===== config.mk =====
export PLATFORM = sky130hd
export DESIGN_NAME = mem_stage
export DESIGN_NICKNAME = d
export VERILOG_FILES = /design/src/rtl/pipe_pkg.sv /design/src/rtl/load_align.sv /design/src/rtl/mem_stage.sv
export SDC_FILE = /design/constraint.sdc
export NUM_CORES = 1
export LEC_CHECK = 0
export ABC_AREA = 1
export BUFFER_PORTS_ARGS = -buffer_cell sky130_fd_sc_hd__buf_2
export CAP_MARGIN = 20
export CORE_MARGIN = 2
export CORE_UTILIZATION = 58
export CTS_CLUSTER_SIZE = 30
export DETAILED_ROUTE_END_ITERATION = 10
export PLACE_DENSITY_LB_ADDON = 0.08
export SETUP_SLACK_MARGIN = 0.05
export SLEW_MARGIN = 15
export SYNTH_ARGS = -nofsm -noshare
export SYNTH_HDL_FRONTEND = slang
export SYNTH_SLANG_ARGS = --single-unit

===== constraint.sdc =====
create_clock -name clk -period 2.4 [get_ports clk]
set_input_delay 0.48 -clock clk [delete_from_list [all_inputs] [get_ports clk]]
set_output_delay 0.48 -clock clk [all_outputs]
set_load 0.02 [all_outputs]

===== src/rtl/pipe_pkg.sv =====
// pipe_pkg: definitions shared across the pipeline stages.
//   - opcode encodings (common to decode, execute and memory)
//   - memory-stage fault codes
//   - mem_state_t, the memory-stage FSM state type
//   - small opcode classification and store-lane helpers
package pipe_pkg;

  localparam logic [5:0] OP_LB  = 6'd10;
  localparam logic [5:0] OP_LBU = 6'd11;
  localparam logic [5:0] OP_LH  = 6'd12;
  localparam logic [5:0] OP_LHU = 6'd13;
  localparam logic [5:0] OP_LW  = 6'd14;
  localparam logic [5:0] OP_SB  = 6'd15;
  localparam logic [5:0] OP_SH  = 6'd16;
  localparam logic [5:0] OP_SW  = 6'd17;

  localparam logic [1:0] FAULT_NONE     = 2'b00;
  localparam logic [1:0] FAULT_MISALIGN = 2'b01;
  localparam logic [1:0] FAULT_TIMEOUT  = 2'b10;

  typedef enum logic [1:0] {
    IDLE   = 2'd0,
    ACCESS = 2'd1,
    RETIRE = 2'd2
  } mem_state_t;

  function automatic logic is_load(input logic [5:0] op);
    return (op == OP_LB) || (op == OP_LBU) || (op == OP_LH) ||
           (op == OP_LHU) || (op == OP_LW);
  endfunction

  function automatic logic is_store(input logic [5:0] op);
    return (op == OP_SB) || (op == OP_SH) || (op == OP_SW);
  endfunction

  // A store with no byte enabled is treated as misaligned: execute only
  // produces an empty mask when the address cannot hold the access.
  function automatic logic is_misaligned(input logic [5:0] op,
                                         input logic [1:0] addr_lo,
                                         input logic [3:0] we);
    logic bad;
    bad = 1'b0;
    case (op)
      OP_LH, OP_LHU:      bad = addr_lo[0];
      OP_LW:              bad = (addr_lo != 2'b00);
      OP_SB, OP_SH, OP_SW: bad = (we == 4'b0000);
      default:            bad = 1'b0;
    endcase
    return bad;
  endfunction

  // Replicate store data across every lane the access could land on, so
  // the byte enables alone select the written bytes.
  function automatic logic [31:0] store_lanes(input logic [5:0] op,
                                              input logic [31:0] d);
    logic [31:0] r;
    case (op)
      OP_SB:   r = {4{d[7:0]}};
      OP_SH:   r = {2{d[15:0]}};
      default: r = d;
    endcase
    return r;
  endfunction

endpackage


===== src/rtl/load_align.sv =====
// load_align: extracts and extends load data from a read word.
//   rdata  in  32  word returned by data memory
//   offset in  2   byte offset of the access within the word
//   opcode in  6   load opcode (LB/LBU/LH/LHU/LW); others pass rdata
//   result out 32  aligned, sign- or zero-extended value
module load_align
  import pipe_pkg::*;
(
  input  logic [31:0] rdata,
  input  logic [1:0]  offset,
  input  logic [5:0]  opcode,
  output logic [31:0] result
);

  logic [7:0]  byte_sel;
  logic [15:0] half_sel;

  always_comb begin
    byte_sel = rdata[7:0];
    case (offset)
      2'd0:    byte_sel = rdata[7:0];
      2'd1:    byte_sel = rdata[15:8];
      2'd2:    byte_sel = rdata[23:16];
      default: byte_sel = rdata[31:24];
    endcase
    // Halves are only legal at offsets 0 and 2; offset[0] is ignored here.
    half_sel = offset[1] ? rdata[31:16] : rdata[15:0];
  end

  always_comb begin
    result = rdata;
    case (opcode)
      OP_LB:   result = {{24{byte_sel[7]}}, byte_sel};
      OP_LBU:  result = {24'd0, byte_sel};
      OP_LH:   result = {{16{half_sel[15]}}, half_sel};
      OP_LHU:  result = {16'd0, half_sel};
      default: result = rdata;
    endcase
  end

endmodule


===== src/rtl/mem_stage.sv =====
// mem_stage: memory-access pipeline stage between execute and write-back.
// Accepts one EX/MEM bundle when idle, performs at most one data-memory
// access through a req/ack handshake, and emits a registered MEM/WB bundle.
//   clk, rst_n                 clock, async active-low reset
//   ex_valid / ex_ready        EX/MEM handshake (ready low stalls execute)
//   ex_opcode, ex_alu_out,
//   ex_store_data, ex_we,
//   ex_rd, ex_reg_write        EX/MEM bundle, sampled on the accept edge
//   dmem_req/wr/addr/be/wdata  memory request, held until dmem_ack
//   dmem_ack, dmem_rdata       completion and read data (same cycle)
//   wb_valid, wb_rd,
//   wb_reg_write, wb_data,
//   wb_fault                   MEM/WB bundle, wb_valid is a 1-cycle pulse
//
// state  | meaning
// IDLE   | ready for a bundle (ex_ready=1)
// ACCESS | memory request outstanding, waiting for ack or timeout
// RETIRE | wb_valid asserted for this one cycle
module mem_stage
  import pipe_pkg::*;
#(
  parameter int unsigned ACK_TIMEOUT = 255
) (
  input  logic        clk,
  input  logic        rst_n,
  input  logic        ex_valid,
  output logic        ex_ready,
  input  logic [5:0]  ex_opcode,
  input  logic [31:0] ex_alu_out,
  input  logic [31:0] ex_store_data,
  input  logic [3:0]  ex_we,
  input  logic [4:0]  ex_rd,
  input  logic        ex_reg_write,
  output logic        dmem_req,
  output logic        dmem_wr,
  output logic [31:0] dmem_addr,
  output logic [3:0]  dmem_be,
  output logic [31:0] dmem_wdata,
  input  logic        dmem_ack,
  input  logic [31:0] dmem_rdata,
  output logic        wb_valid,
  output logic [4:0]  wb_rd,
  output logic        wb_reg_write,
  output logic [31:0] wb_data,
  output logic [1:0]  wb_fault
);

  localparam int CNT_W = ($clog2(ACK_TIMEOUT + 1) > 8) ? $clog2(ACK_TIMEOUT + 1) : 8;
  localparam logic [CNT_W-1:0] CNT_LIM = CNT_W'(ACK_TIMEOUT);
  localparam logic TIMEOUT_EN = (ACK_TIMEOUT != 0);

  mem_state_t       state_q, state_nxt;
  logic [CNT_W-1:0] cnt_q, cnt_nxt;

  // Bundle fields latched at accept
  logic [5:0]  opcode_q, opcode_nxt;
  logic [31:0] alu_q, alu_nxt;
  logic [4:0]  rd_q, rd_nxt;
  logic        reg_write_q, reg_write_nxt;

  logic        dmem_req_nxt, dmem_wr_nxt;
  logic [31:0] dmem_addr_nxt, dmem_wdata_nxt;
  logic [3:0]  dmem_be_nxt;
  logic        wb_valid_nxt, wb_reg_write_nxt;
  logic [4:0]  wb_rd_nxt;
  logic [31:0] wb_data_nxt;
  logic [1:0]  wb_fault_nxt;

  logic        ex_mem_op, ex_bad, ex_store;
  logic        expired;
  logic [31:0] load_result;

  load_align u_load_align (
    .rdata  (dmem_rdata),
    .offset (alu_q[1:0]),
    .opcode (opcode_q),
    .result (load_result)
  );

  assign ex_ready  = (state_q == IDLE);
  assign ex_store  = is_store(ex_opcode);
  assign ex_mem_op = is_load(ex_opcode) || ex_store;
  assign ex_bad    = is_misaligned(ex_opcode, ex_alu_out[1:0], ex_we);
  assign expired   = TIMEOUT_EN && (cnt_q == CNT_LIM);

  always_comb begin
    state_nxt        = state_q;
    cnt_nxt          = cnt_q;
    opcode_nxt       = opcode_q;
    alu_nxt          = alu_q;
    rd_nxt           = rd_q;
    reg_write_nxt    = reg_write_q;
    dmem_req_nxt     = dmem_req;
    dmem_wr_nxt      = dmem_wr;
    dmem_addr_nxt    = dmem_addr;
    dmem_be_nxt      = dmem_be;
    dmem_wdata_nxt   = dmem_wdata;
    wb_valid_nxt     = 1'b0;
    wb_rd_nxt        = wb_rd;
    wb_reg_write_nxt = wb_reg_write;
    wb_data_nxt      = wb_data;
    wb_fault_nxt     = wb_fault;

    case (state_q)
      IDLE: begin
        if (ex_valid) begin
          opcode_nxt    = ex_opcode;
          alu_nxt       = ex_alu_out;
          rd_nxt        = ex_rd;
          reg_write_nxt = ex_reg_write;
          if (ex_mem_op && !ex_bad) begin
            state_nxt      = ACCESS;
            cnt_nxt        = '0;
            dmem_req_nxt   = 1'b1;
            dmem_wr_nxt    = ex_store;
            dmem_addr_nxt  = {ex_alu_out[31:2], 2'b00};
            dmem_be_nxt    = ex_store ? ex_we : 4'b1111;
            dmem_wdata_nxt = store_lanes(ex_opcode, ex_store_data);
          end else begin
            // Non-memory ops and misaligned memory ops retire directly.
            state_nxt        = RETIRE;
            wb_valid_nxt     = 1'b1;
            wb_rd_nxt        = ex_rd;
            wb_data_nxt      = ex_alu_out;
            wb_fault_nxt     = ex_bad ? FAULT_MISALIGN : FAULT_NONE;
            wb_reg_write_nxt = ex_bad ? 1'b0 : ex_reg_write;
          end
        end
      end

      ACCESS: begin
        // Ack takes priority over expiry in the same cycle.
        if (dmem_ack) begin
          state_nxt        = RETIRE;
          dmem_req_nxt     = 1'b0;
          dmem_wr_nxt      = 1'b0;
          wb_valid_nxt     = 1'b1;
          wb_rd_nxt        = rd_q;
          wb_fault_nxt     = FAULT_NONE;
          wb_reg_write_nxt = reg_write_q && is_load(opcode_q);
          wb_data_nxt      = is_load(opcode_q) ? load_result : alu_q;
        end else if (expired) begin
          state_nxt        = RETIRE;
          dmem_req_nxt     = 1'b0;
          dmem_wr_nxt      = 1'b0;
          wb_valid_nxt     = 1'b1;
          wb_rd_nxt        = rd_q;
          wb_fault_nxt     = FAULT_TIMEOUT;
          wb_reg_write_nxt = 1'b0;
          wb_data_nxt      = alu_q;
        end else begin
          cnt_nxt = cnt_q + CNT_W'(1);
        end
      end

      RETIRE: begin
        state_nxt = IDLE;
      end

      default: begin
        state_nxt    = IDLE;
        dmem_req_nxt = 1'b0;
        dmem_wr_nxt  = 1'b0;
      end
    endcase
  end

  always_ff @(posedge clk or negedge rst_n) begin
    if (!rst_n) begin
      state_q      <= IDLE;
      cnt_q        <= '0;
      opcode_q     <= '0;
      alu_q        <= '0;
      rd_q         <= '0;
      reg_write_q  <= 1'b0;
      dmem_req     <= 1'b0;
      dmem_wr      <= 1'b0;
      dmem_addr    <= '0;
      dmem_be      <= '0;
      dmem_wdata   <= '0;
      wb_valid     <= 1'b0;
      wb_rd        <= '0;
      wb_reg_write <= 1'b0;
      wb_data      <= '0;
      wb_fault     <= FAULT_NONE;
    end else begin
      state_q      <= state_nxt;
      cnt_q        <= cnt_nxt;
      opcode_q     <= opcode_nxt;
      alu_q        <= alu_nxt;
      rd_q         <= rd_nxt;
      reg_write_q  <= reg_write_nxt;
      dmem_req     <= dmem_req_nxt;
      dmem_wr      <= dmem_wr_nxt;
      dmem_addr    <= dmem_addr_nxt;
      dmem_be      <= dmem_be_nxt;
      dmem_wdata   <= dmem_wdata_nxt;
      wb_valid     <= wb_valid_nxt;
      wb_rd        <= wb_rd_nxt;
      wb_reg_write <= wb_reg_write_nxt;
      wb_data      <= wb_data_nxt;
      wb_fault     <= wb_fault_nxt;
    end
  end

endmodule


# Yosys cells after proc, flatten, opt, wreduce, memory -nomap -nowiden
# Cells that the tools add are included.
# classes
addsub,1
n_eq_ne,24
mux,50
bitwise_logic,1
n_reduce_logical,27
# ops
op,n
two-way mux 32 bit,5
case mux 32 bit (2 select lines),2
case mux 32 bit (4 select lines),1
"== test 6 x 4 -> 1 bit, second input constant",11
two-way mux 8 bit,4
case mux 8 bit (3 select lines),1
two-way mux 5 bit,4
two-way mux 16 bit,1
case mux 8 bit (2 select lines),1
two-way mux 1 bit,15
two-way mux 2 bit,7
"== test 6 x 5 -> 1 bit, second input constant",2
logical OR 1 bit,11
case mux 5 bit (2 select lines),1
case mux 1 bit (3 select lines),3
"adder 8 x 1 -> 8 bit, second input constant",1
"== test 8 bit, second input constant",1
"!= test 2 bit, second input constant",4
case mux 2 bit (2 select lines),2
AND reduction 4 bit,2
AND reduction 5 bit,1
"== test 2 x 1 -> 1 bit, second input constant",2
"== test 2 bit, second input constant",2
logical NOT 2 bit,2
other kinds (13),17
# word_totals
register_bits,163
in_bits,116
word_cells,119

# Logic depth before layout (Yosys ltp)
# depth
word_depth,10
ltp_mapped,14
depth_no_buf,12

# By module
# A second synthesis with hierarchy kept.
# hier_totals
cells_unflattened,1285
hier_area_um2,9046.2
# modules_own_cells
mod,instances,cells_each,area_each_um2,seq_area_each_um2
mem_stage,1,1068,8017.7,4078.9
load_align,1,217,1028.5,0.0

# Worst setup path after synthesis
# No wires, ideal clock.
# synth_path
path_type,register to register
startpoint,reg state_q[0]
endpoint,reg dmem_wdata[16]
setup_ps,117
t_arrival_ps,1685
t_required_ps,2283
path_slack_ps,598
path_stages_with_launch,11
synth_period_minus_slack_ps,1802
path_cell_list,dfrtp_1 -> nor2_1 -> inv_2 -> nor2_2 -> inv_2 -> nor2_4 -> inv_2 -> buf_6 -> buf_4 -> nand2_1 -> nand2_1
# synth_via
elab_chain_len,2
# synth_lines
element,line,rtl
"start, declared",mem_stage.sv:52,"mem_state_t state_q, state_nxt;"
"start signal, assigned",mem_stage.sv:187,state_q <= state_nxt;
logical NOT 2 bit,--,
via ex_ready,mem_stage.sv:27,"output logic ex_ready,"
AND reduction 3 bit (no source line),--,
"end signal, assigned",mem_stage.sv:197,dmem_wdata <= dmem_wdata_nxt;
"end, declared",mem_stage.sv:38,"output logic [31:0] dmem_wdata,"
# The timed path passes the listed nets, and every way through them passes these cells.
# A chain may end at the register's enable or synchronous reset.

# Final worst setup path
# layout_path
startpoint,reg opcode_q[2]
endpoint,reg wb_data[7]
# layout_via
elab_chain_len,8
# layout_lines
element,line,rtl
"start, declared",mem_stage.sv:56,"logic [5:0] opcode_q, opcode_nxt;"
"start signal, assigned",mem_stage.sv:189,opcode_q <= opcode_nxt;
== test 6 x 4 -> 1 bit,"pipe_pkg.sv:28, load_align.sv:32",
logical OR 1 bit (3 in series),pipe_pkg.sv:28,return (op == OP_LB) || (op == OP_LBU) || (op == OP_LH) ||
logical OR 1 bit,pipe_pkg.sv:29,(op == OP_LHU) || (op == OP_LW);
two-way mux 32 bit *,mem_stage.sv:141,wb_data_nxt = is_load(opcode_q) ? load_result : alu_q;
two-way mux 32 bit *,mem_stage.sv:133,if (dmem_ack) begin
case mux 32 bit (2 select lines) *,mem_stage.sv:104,case (state_q)
"end signal, assigned",mem_stage.sv:201,wb_data <= wb_data_nxt;
"end, declared",mem_stage.sv:44,"output logic [31:0] wb_data,"
# Mark *: on every way between the ends. The rest lies on a longest branch, timed or not.

==> impl_metrics.py <==
metrics = {
    "worst_setup_path": {
        "worstSetupStartpointType": "register",
        "crit_chain": "nor2_4, nand3_1, buf_4, nand2_1, buf_4, nand2_1, nand2_1, nand3_1, nand2_1, nand2_1, nand2_1, nand2_1",
        "slowest_stage": "dfrtp_1",
        "worst_setup_path_end_kind": "register",
        "critPathRequiredTime_ps": 2720,
        "cp_common_cell": "nand2_1",
        "worstPathArrival_ps": 2320,
        "max_stage_delay_ps": 420,
        "reg2reg_from": "opcode_q[2]",
        "crit_path_start": "opcode_q[2]",
        "worstPathMaxFanout": 28,
        "criticalPathCategory": "reg -> reg",
    },
    "synthesis": {
        "yosys_warnings": 0,
        "synth_commonest_cells": "nand2_1 (533), dfrtp_1 (163), inv_1 (92)",
        "synthArstFlopShare": 1.000,
        "synth.area.top_cells": "dfrtp_1 (47%), nand2_1 (23%), o21ai_0 (4.4%)",
        "synth_edf_count": 0,
        "synthCells": 1207,
        "netlist_area_um2": 8627,
        "ys_seq_area_frac": 0.4728,
        "synth_top_area_frac": 0.4728,
        "syn_avg_cell_area_um2": 7.147,
        "synthDistinctLibCells": 31,
        "ys.flop_type": "dfrtp_1",
        "synth.most_common_cell": "nand2_1",
        "ys_ff_latch": 163,
        "yosys.area.top_type": "dfrtp_1",
    },
    "run": {
        "maxCapViolations": 0,
    },
    "cells_and_area": {
        "layout.nets": 1538,
        "nFillCells": 1233,
        "drive_gt1_frac": 0.2373,
        "postLayoutCellArea_um2": 10520,
        "area_delta_synth_final_pct": 21.91,
    },
    "clocking": {
        "cts_buffer_depth": 2,
        "clock_sinks": 163,
        "post_cts_buffers": 0,
        "cts_root_buf": "clkbuf_16",
        "cts_buffers": 17,
        "cts.clk_slew.worst_paths_ps": 70,
        "ctsHoldBuffers": 0,
        "clk-insertion-delay-late_ps": 430,
        "cts_resized": 0,
        "h-tree-depth": 4,
        "cts_tree": "yes",
    },
    "detailed_routing": {
        "wire_per_inst_um": 14.92,
        "met1_length_um": 10510,
        "met2WireLength_um": 11230,
        "drt-initial-drc-count": 566,
        "highest_layer": "met4",
        "viasPerCell": 5.225,
        "wl_met3_um": 1688,
        "final_antenna_net_count": 0,
        "route.detailed.drc": 0,
        "num_vias": 8459,
        "totalWireLength_um": 24150,
        "dr.pass1.iters": 5,
    },
    "sta": {
        "fin_crit_ps": 1999,
        "setup_viol": 0,
        "holdWs_ps": 24.45,
        "skew_ps": 8.734,
        "timing.final.max_slew_violations": 0,
        "period_share": 0.8329,
        "rsz0062_at_grt": "false",
        "timing.fmax_mhz": 500.3,
        "tightest_slew_ps": 839.2,
        "finalSetupTns_ps": 0,
        "hold_violations": 0,
        "relSlewSlack": 0.4405,
    },
    "grt": {
        "grt_use_total": 0.3106,
        "grt_max_degree": 82,
        "grt_pass1_vias": 8016,
        "antenna_found_initial": 2,
        "grt_pass1_wl_um": 39560,
        "overflow": 0,
    },
    "place": {
        "placed_area_um2": 9962,
        "io_buffers": 225,
        "gp_congestion": 0.9374,
        "hpwl_um": 17240,
    },
    "worst_hold_path": {
        "min_path_type": "in -> async",
    },
    "floorplanning": {
        "rows": 44,
        "dieArea_um2": 15870,
        "start_util": 0.5936,
        "die_w_um": 126.0,
        "core_area_um2": 14530,
        "chipHeight_um": 126.0,
        "ios": 228,
    },
    "power": {
        "p_leak_uw": 0.005915,
        "ir_drop_mv": 0.5979,
        "power.density_nw_per_um2": 889.8,
    },
    "run_status": {
        "status": "complete, no violations",
    },
}
## state kept, by name, summed over array words and instances, names as in the netlist, 2 cells and up
register    cells
rd_q            5
dmem_addr      30
opcode_q        6
dmem_be         4
cnt_q           8
state_q         2
wb_rd           5
dmem_wdata     32
wb_fault        2
alu_q          32
wb_data        32
## cell type report
cell class	count	area, um^2	share of cell area
repair buffers	256	1415	0.1345
diodes	2	5.005	0.0004759
flip-flops and latches	163	4079	0.3878
clock buffers	20	446.7	0.04247
inverters	97	365.4	0.03474
multi-input cells	886	3872	0.3682
well taps	184	230.2	0.02189
clock inverters	11	103.9	0.009874
## worst max-delay path, delay by kind of cell (launching register included)
kind,cells,cell delay [ps]
flip-flops,1,420
buffers and inverters,2,490
AND/OR/NAND/NOR,10,980
## kinds of logic (layout without fill, tap and decap cells)
group           after synthesis  after routing  synth area share
compound gates              150            150           0.09369
xor+xnor                      5              5          0.005076
fa+ha+maj                     1              1          0.001450
buf+inv                     159            384           0.07962
flops                       163            163            0.4728
mux                           8              8           0.01044
other cells                   1              4         0.0004347
simple gates                720            720            0.3365
## where the power goes
group          leakage, uW  switching (uW)  total [uW]  internal (uW)
combinational      0.00360            1980        2950            977
sequential         0.00205             381        3820           3440
clock             0.000267            1130        2580           1460
total              0.00591            3480        9360           5870
## layer usage
layer,GRT usage,vias up
li1,-,4174
met1,0.4310,3899
met2,0.4794,337
met3,0.07094,49
met4,0.1196,0
met5,0,-
## through the flow
stage / util / power, uW / cells / setup slack, ps
6_report: 0.7237 / 9358 / 1619 / 401.0
3_3_place_gp: 0.6854 / 6734 / 1586 / 291.9
4_1_cts: 0.7233 / 9386 / 1617 / 412.4
2_1_floorplan: - / 5674 / 1208 / 598.2
3_5_place_dp: 0.6854 / 6807 / 1586 / 222.1
5_1_grt: 0.7237 / 9896 / 1619 / 210.4
## placed cells by master (no fill, tap or decap), types with 2 or more instances in the layout
cell	synthesis	routed
a31oi_1	8	8
clkinvlp_4	0	2
mux2_2	8	8
nand2_1	533	532
o21ai_2	10	10
clkbuf_1	27	2
a21oi_1	52	52
dfrtp_1	163	163
clkbuf_16	0	17
nor2_2	3	2
diode_2	0	2
conb_1	1	2
xor2_1	4	4
nor2_1	86	86
buf_4	10	27
nor2_4	3	4
inv_1	92	92
or2_2	7	7
clkinv_4	0	2
buf_12	0	4
nand2_2	14	15
o211ai_1	2	2
inv_2	5	4
nor3_1	3	3
nand3_1	64	64
o21ai_0	76	76
inv_6	0	3
nand4_1	2	2
nand3_2	4	4
buf_2	18	224
clkinv_2	0	4
## path summary, 6_finish.rpt
check | cells after the start | slack, ps | end
min in group clk | 3 | 280 | rd_q[0]
worst min-delay path | 1 | 20 | wb_data[26]
worst max register to register | 12 | 400 | wb_data[7]
max in group asynchronous | 2 | 1770 | dmem_wdata[15]
worst min register to register | 2 | 460 | dmem_addr[20]
worst max-delay path | 12 | 400 | wb_data[7]
No activity file was read; power rests on OpenSTA's default activity.
